--- src/rtl/zemina90_port_writer_pkg.sv ---
// Shared definitions for the Zemina 90-in-1 bank register write side.
// Holds the commit FSM state encoding, the default port number and the port decode helper.
package zemina90_port_writer_pkg;

    typedef enum logic [1:0] {
        ZP_IDLE   = 2'd0,
        ZP_STROBE = 2'd1,
        ZP_COMMIT = 2'd2
    } zp_state_t;

    localparam logic [7:0] ZEMINA90_PORT      = 8'h77;
    localparam logic [7:0] ZEMINA90_RESET_VAL = 8'h00;

    // MSX I/O decodes only the low address byte.
    function automatic logic port_hit(input logic [7:0] addr_lo, input logic [7:0] port);
        return addr_lo == port;
    endfunction

endpackage

--- src/rtl/zemina90_port_writer_io_strobe_capture.sv ---
// Port decode plus strobe-once capture: cap_vld pulses for one cycle on the first cycle of a write strobe.
// Latency 0 (combinational from the strobe); no backpressure, the owner must accept cap_vld when it fires.
module io_strobe_capture
    import zemina90_port_writer_pkg::*;
#(
    parameter logic [7:0] PORT_ADDR = ZEMINA90_PORT
) (
    input  logic       clk,
    input  logic       reset_n,
    input  logic       enable,
    input  logic [7:0] io_addr,
    input  logic       io_req,
    input  logic       io_wr,
    input  logic [7:0] wr_dat,
    output logic       wsel,
    output logic       cap_vld,
    output logic [7:0] cap_dat
);

    logic wsel_d;
    logic wsel_q;

    always_comb begin
        wsel   = enable & io_req & io_wr & port_hit(io_addr, PORT_ADDR);
        wsel_d = wsel;
    end

    always_ff @(posedge clk or negedge reset_n) begin
        if (!reset_n) begin
            wsel_q <= 1'b0;
        end else begin
            wsel_q <= wsel_d;
        end
    end

    // A strobe held over many cycles yields a single capture.
    assign cap_vld = wsel & ~wsel_q;
    assign cap_dat = wr_dat;

endmodule

--- src/rtl/zemina90_port_writer.sv ---
// Zemina 90-in-1 bank register: captures OUT writes to the port, commits them only while cpu_mreq is low.
// Latency: commit on the first edge with a pending byte and cpu_mreq=0 (>=1 cycle after capture); no backpressure.
module zemina90_port_writer
    import zemina90_port_writer_pkg::*;
#(
    parameter logic [7:0] PORT_ADDR = ZEMINA90_PORT,
    parameter logic [7:0] RESET_VAL = ZEMINA90_RESET_VAL,
    parameter bit         READBACK  = 1'b1
) (
    input  logic        clk,
    input  logic        reset_n,
    input  logic        enable,
    input  logic [15:0] cpu_addr,
    input  logic [7:0]  cpu_data_in,
    input  logic        cpu_iorq,
    input  logic        cpu_mreq,
    input  logic        cpu_wr,
    input  logic        cpu_rd,
    output logic [7:0]  data_to_mapper,
    output logic [7:0]  data_out,
    output logic        data_oe,
    output logic        commit
);

    zp_state_t  state_d, state_q;
    logic [7:0] pend_d, pend_q;
    logic       pending_d, pending_q;
    logic [7:0] bank_d, bank_q;
    logic       commit_d, commit_q;

    logic       wsel;
    logic       cap_vld;
    logic [7:0] cap_dat;
    logic       unused_addr_hi;

    assign unused_addr_hi = ^cpu_addr[15:8];

    io_strobe_capture #(
        .PORT_ADDR (PORT_ADDR)
    ) u_cap (
        .clk     (clk),
        .reset_n (reset_n),
        .enable  (enable),
        .io_addr (cpu_addr[7:0]),
        .io_req  (cpu_iorq),
        .io_wr   (cpu_wr),
        .wr_dat  (cpu_data_in),
        .wsel    (wsel),
        .cap_vld (cap_vld),
        .cap_dat (cap_dat)
    );

    always_comb begin
        state_d   = state_q;
        pend_d    = pend_q;
        pending_d = pending_q;
        bank_d    = bank_q;
        commit_d  = 1'b0;

        if (!enable) begin
            state_d   = ZP_IDLE;
            pending_d = 1'b0;
            bank_d    = RESET_VAL;
        end else begin
            case (state_q)
                ZP_IDLE: begin
                    if (cap_vld) begin
                        pend_d    = cap_dat;
                        pending_d = 1'b1;
                        state_d   = ZP_STROBE;
                    end
                end
                ZP_STROBE: begin
                    // Commit need not wait for the strobe to end, only for a gap between memory cycles.
                    if (pending_q && !cpu_mreq) begin
                        bank_d    = pend_q;
                        pending_d = 1'b0;
                        commit_d  = 1'b1;
                    end
                    if (!wsel) begin
                        state_d = (pending_q && cpu_mreq) ? ZP_COMMIT : ZP_IDLE;
                    end
                end
                ZP_COMMIT: begin
                    // A fresh write supersedes the queued byte; the single commit carries the last value.
                    if (cap_vld) begin
                        pend_d  = cap_dat;
                        state_d = ZP_STROBE;
                    end else if (!cpu_mreq) begin
                        bank_d    = pend_q;
                        pending_d = 1'b0;
                        commit_d  = 1'b1;
                        state_d   = ZP_IDLE;
                    end
                end
                default: begin
                    state_d   = ZP_IDLE;
                    pending_d = 1'b0;
                end
            endcase
        end
    end

    always_ff @(posedge clk or negedge reset_n) begin
        if (!reset_n) begin
            state_q   <= ZP_IDLE;
            pend_q    <= RESET_VAL;
            pending_q <= 1'b0;
            bank_q    <= RESET_VAL;
            commit_q  <= 1'b0;
        end else begin
            state_q   <= state_d;
            pend_q    <= pend_d;
            pending_q <= pending_d;
            bank_q    <= bank_d;
            commit_q  <= commit_d;
        end
    end

    assign data_to_mapper = bank_q;
    assign commit         = commit_q;
    assign data_oe        = READBACK & enable & cpu_iorq & cpu_rd & port_hit(cpu_addr[7:0], PORT_ADDR);
    assign data_out       = data_oe ? bank_q : 8'hFF;

endmodule

--- config.mk ---
export PLATFORM = sky130hd
export DESIGN_NAME = zemina90_port_writer
export DESIGN_NICKNAME = d
export VERILOG_FILES = /design/src/rtl/zemina90_port_writer_pkg.sv /design/src/rtl/zemina90_port_writer_io_strobe_capture.sv /design/src/rtl/zemina90_port_writer.sv
export SDC_FILE = /design/constraint.sdc
export NUM_CORES = 1
export LEC_CHECK = 0
export ABC_AREA = 1
export CAP_MARGIN = 0
export CORE_MARGIN = 2
export CORE_UTILIZATION = 44
export DETAILED_ROUTE_END_ITERATION = 16
export HOLD_SLACK_MARGIN = 0.03
export MAX_ROUTING_LAYER = met4
export PLACE_DENSITY = 0.8
export RECOVER_POWER = 100
export SYNTH_ARGS = -nofsm -noshare
export SYNTH_HDL_FRONTEND = slang
export SYNTH_SLANG_ARGS = --single-unit
--- constraint.sdc ---
create_clock -name clk -period 1.9 [get_ports clk]
set_clock_uncertainty 0.15 [all_clocks]
set_input_delay 0.19 -clock clk [delete_from_list [all_inputs] [get_ports clk]]
set_output_delay 0.19 -clock clk [all_outputs]
set_load 0.05 [all_outputs]
# Yosys cells after proc, flatten, opt, wreduce, memory -nomap -nowiden
# Cells that the tools add are included.
[totals]
in_bits = 31
elab_cells = 56
out_inout_bits = 18
regBits = 21
[op_classes]
n_bitwise = 7
n_reduce_logical = 9
n_eq_ne = 10
muxes = 24
[ops]
columns = ["cell", "count"]
rows = [
  ["$mux W8", 5],
  ["$pmux W8 S2", 1],
  ["$ne A3 B3 Y1 const B", 5],
  ["$mux W2", 6],
  ["$mux W1", 9],
  ["$eq A8 B7 Y1 const B", 1],
  ["$reduce_and A4 Y1", 2],
  ["$and A1 B1 Y1", 6],
  ["$pmux W2 S3", 1],
  ["$reduce_and A3 Y1", 2],
  ["$ne A4 B4 Y1 const B", 1],
  ["$ne A3 B1 Y1 const B", 1],
  ["$pmux W1 S3", 1],
  ["$eq A2 B1 Y1 const B", 1],
  ["$eq A2 B2 Y1 const B", 1],
  ["$logic_and A1 B1 Y1", 2],
  ["$logic_not A2 Y1", 1],
  ["$pmux W1 S2", 1],
  ["$reduce_or A2 Y1", 1],
  ["$logic_not A1 Y1", 1],
  ["$not A1 Y1", 1],
]

# Longest topological paths before layout
[logic_depth]
ltp_word = 7
mapped_depth = 11
mapped_depth_nobuf = 10

# Modules after synthesis
# A second synthesis with hierarchy kept.
[hier_totals]
cells_unflattened = 186
hier_area_um2 = 1475.2
[modules_own_cells]
columns = ["mod", "instances", "area_each_um2", "seq_area_each_um2", "cells_per_inst"]
rows = [
  ["zemina90_port_writer", 1, 1323.8, 500.5, 163],
  ["io_strobe_capture", 1, 151.4, 25.0, 23],
]

# Worst setup path after synthesis
# No wires, ideal clock.
[synth_path]
kind = "in2out"
from = "in enable"
to = "out data_out[0]"
path_slack_ns = -0.124
path_buffers = 2
arrival_time_ns = 1.684
stages = 5
required_time_ns = 1.560
path_cell_list = "buf_6 buf_4 nand2_1 nor3b_4 nand2_1"
[synth_via]
elab_chain_len = 4
[synth_lines]
columns = ["element", "line_no", "rtl"]
rows = [
  ["start, declared", "zemina90_port_writer.sv:12", "input logic enable,"],
  ["$and A1 B1 Y1 (3 in series)", "zemina90_port_writer.sv:122", "assign data_oe = READBACK & enable & cpu_iorq & cpu_rd & port_hit(cpu_addr[7:0], PORT_ADDR);"],
  ["named net data_oe", "zemina90_port_writer.sv:21", "output logic data_oe,"],
  ["$mux W8", "zemina90_port_writer.sv:123", "assign data_out = data_oe ? bank_q : 8'hFF;"],
  ["end, declared", "zemina90_port_writer.sv:20", "output logic [7:0] data_out,"],
]
# The timed path passes the listed nets, and every way through them passes these cells.

# Worst setup path in the final report
[layout_path]
from = "reg bank_q[3] (netlist: data_to_mapper[3])"
to = "out data_to_mapper[3]"
[layout_lines]
columns = ["element", "line_no", "rtl"]
rows = [
  ["start, declared", "zemina90_port_writer.sv:28", "logic [7:0] bank_d, bank_q;"],
  ["start signal, assigned", "zemina90_port_writer.sv:115", "bank_q <= bank_d;"],
  ["end, declared", "zemina90_port_writer.sv:19", "output logic [7:0] data_to_mapper,"],
]
# No word-level cell between the ends.

==> results.txt <==
status = finished, final reports clean
CTS tree = yes
wire per inst = 11.5 um
setup TNS = 0 ps
Inst Count DP = 228
R2R depth = 7
RSZ-0062 raised after global routing = no
die span in x = 58.4 um
Hold Worst Slack = 267 ps
# IOs = 49
Rows = 19
Seq/Total Area, Yosys = 40.3%
Mean Syn Cell Area = 8.57 um^2
Max-slew headroom = 25.3%
critical path type = reg -> out
pwr/cell area = 579 mW/mm^2
via count = 1103
crit start category = register
final cell count without fillers = 238
Detailed Route WL = 2.74 mm
Num Clock Sinks = 21
switching pwr = 366 uW
CP max stage delay = 810 ps
Pint = 676 uW
H-tree Lvls = 1
Pleak = 0.933 nW
worst hold stages = 3
Hold WC Path Type = in -> reg
CTS clk-pin slew, worst paths = 120 ps
Flop pwr share = 47.4%
IO buf count = 40
die height = 58.4 um
clk_lat worst skew = 300 ps
largest net degree at the start of global routing = 22
router iterations before antenna repair = 4
Syn-to-layout area delta = 38.1%
Warnings, synthesis = 0
Slew @ Worst Pin = 1120 ps
Post-layout nets = 243
Max clock buf depth = 2
Critical R2R Launch = state_q[0]$_DFFE_PN0P_
Post-DP HPWL = 1.91 mm
crit-path cells = clkdlybuf4s50_1
final count of hold timing violations = 0
Gate power share = 31.7%
Worst Hold Endpoint = pend_q[1]$_DFFE_PN0P_
total track usage = 17.4%
DRT iter0 DRCs = 33
Starting Density = 46.8%
Reg2Reg Setup Slack = 180 ps
# diodes = 0
layout cells sized above 1 = 28.0%
cell family with most CP delay = buffers and inverters
Clk pwr share = 21.0%
share of the clock period used by the worst path = 96.9%
Tmin final = 1840 ps
maximum VDD drop = 0.661 mV
first-pass GRT wire length = 4.43 mm
antenna violations before repair = 0
Slowest-stage cell, CP = clkdlybuf4s50_1
Max Cap Violations = 0
GR Overflow Total = 0
clock buffer count from CTS = 3
hold_sp = cpu_data_in[1]
GPL Wtd Cong = 0.850
cts hold-fix bufs = 0
Mapped Nets = 187
Synth Instances = 152
CP endpoint kind = output port
drc violations = 0
post-synthesis cell type count = 22
Final Power = 1.04 mW
Antenna Nets Post-Route = 0
Via-to-Cell Ratio = 4.63
Final Slew Violations = 0
Cell Area, Synth = 0.00130 mm^2
vias in the first global route = 1050
fmax = 543 MHz
flops & latches, synth = 21
WP data required = 1560 ps
Switching Share = 35.2%
CP bufs+invs = 1
full die area = 0.00341 mm^2
Setup Viol. Count Final = 0
r2r endpoint = data_to_mapper[5]$_DFFE_PN0P_
Core ar. = 0.00278 mm^2
CP arrival = 1500 ps
Root Buffer = clkbuf_4
Critical Path Fanout Max = 3
-- tightest hold or removal path, cell delays in order --
cell	delay, ps
clkdlybuf4s50_1	390
inv_1	40
o21ai_0	70
-- how the worst max path moves through the flow --
stage / from / to / depth (start not counted)
after global routing: enable / data_out[5] / 6
final: data_to_mapper[3]$_DFFE_PN0P_ / data_to_mapper[3] / 1
after CTS: cpu_addr[7] / data_out[0] / 10
after floorplan: enable / data_out[0] / 5
after detailed placement: cpu_addr[0] / data_out[7] / 8
after global placement: cpu_addr[4] / data_out[1] / 8
-- layout make-up --
cell class | instances | area, um^2
Multi-Input combinational cell | 97 | 601
Clock buffer | 3 | 22.5
Sequential cell | 21 | 526
Tap cell | 31 | 38.8
Fill cell | 243 | 982
Clock inverter | 1 | 5.00
Inverter | 31 | 116
Timing Repair Buffer | 54 | 490
-- Yosys cell counts (all sizes together) --
cell type / number / area share, %
buf: 4 / 3.8
o31ai: 1 / 0.58
dfrtp: 21 / 40
inv: 31 / 8.9
nor3b: 1 / 1.4
nand3: 7 / 5.6
a21oi: 2 / 0.77
nand2: 53 / 16
ha: 4 / 3.8
o21ai: 19 / 12
nand4: 2 / 2.1
nor2: 7 / 4.4
-- routing by layer --
| metal | track usage (%) | wire length, um | vias up |
|---|---|---|---|
| met5 | - | 0 | - |
| met4 | 7.31 | 53 | 0 |
| met3 | 2.64 | 112 | 6 |
| met2 | 29.7 | 1420 | 31 |
| met1 | 20.3 | 1160 | 485 |
| li1 | - | - | 581 |
-- sequential cells by signal (all words and copies together), names as in the netlist --
signal,flops
data_to_mapper,8
u_cap.wsel_q,1
pending_q,1
state_q,2
commit,1
pend_q,8
-- timing repair --
item | in CTS | in global routing
endpoints found under the setup margin | 9 | 24
gates cloned | 1 | 1
buffers inserted | 5 | 1
pin swaps | 6 | 9
gates resized for setup | 21 | 20
-- cells in the final DEF (no fill, tap or decap), drive strengths merged --
cell,netlist,final
buf,4,21
a21oi,2,2
nand4,2,2
dlygate4sd2,0,3
ha,4,4
clkinv,0,1
nand2,53,53
dlymetal6s2s,0,6
dlygate4sd3,0,1
nand3,7,8
o21ai,19,19
clkdlybuf4s50,0,16
nor3b,1,1
inv,31,31
o31ai,1,1
clkbuf,0,10
nor2,7,7
dfrtp,21,21
-- kinds of logic (layout without fill, tap and decap cells) --
family / count (synthesis) / count (layout) / share of synthesized area, %
adder cells (fa/ha/maj): 4 / 4 / 3.84
flip-flops: 21 / 21 / 40.3
AND/OR/NAND/NOR: 70 / 71 / 29.8
AO/OA/AOI/OAI: 22 / 22 / 13.3
buffers and inverters: 35 / 89 / 12.8
-- per-stage QoR --
stage	util [%]	worst slack, ps	instance area, um^2
2_1_floorplan	-	-102	1300
3_3_place_gp	63.3	-0.308	1760
3_5_place_dp	63.3	-55.8	1760
4_1_cts	68.5	-16.5	1900
5_1_grt	64.7	11.7	1800
6_report	64.7	59.2	1800
-- power groups by stage --
stage / Combinational, mW / Clock (mW) / Sequential, mW
final: 0.330 / 0.218 / 0.494
after global routing: 0.369 / 0.243 / 0.498
after CTS: 0.347 / 0.229 / 0.493
after detailed placement: 0.338 / 0 / 0.502
after global placement: 0.325 / 0 / 0.500
after floorplan: 0.258 / 0 / 0.505
(Power assumes the default switching activity.)
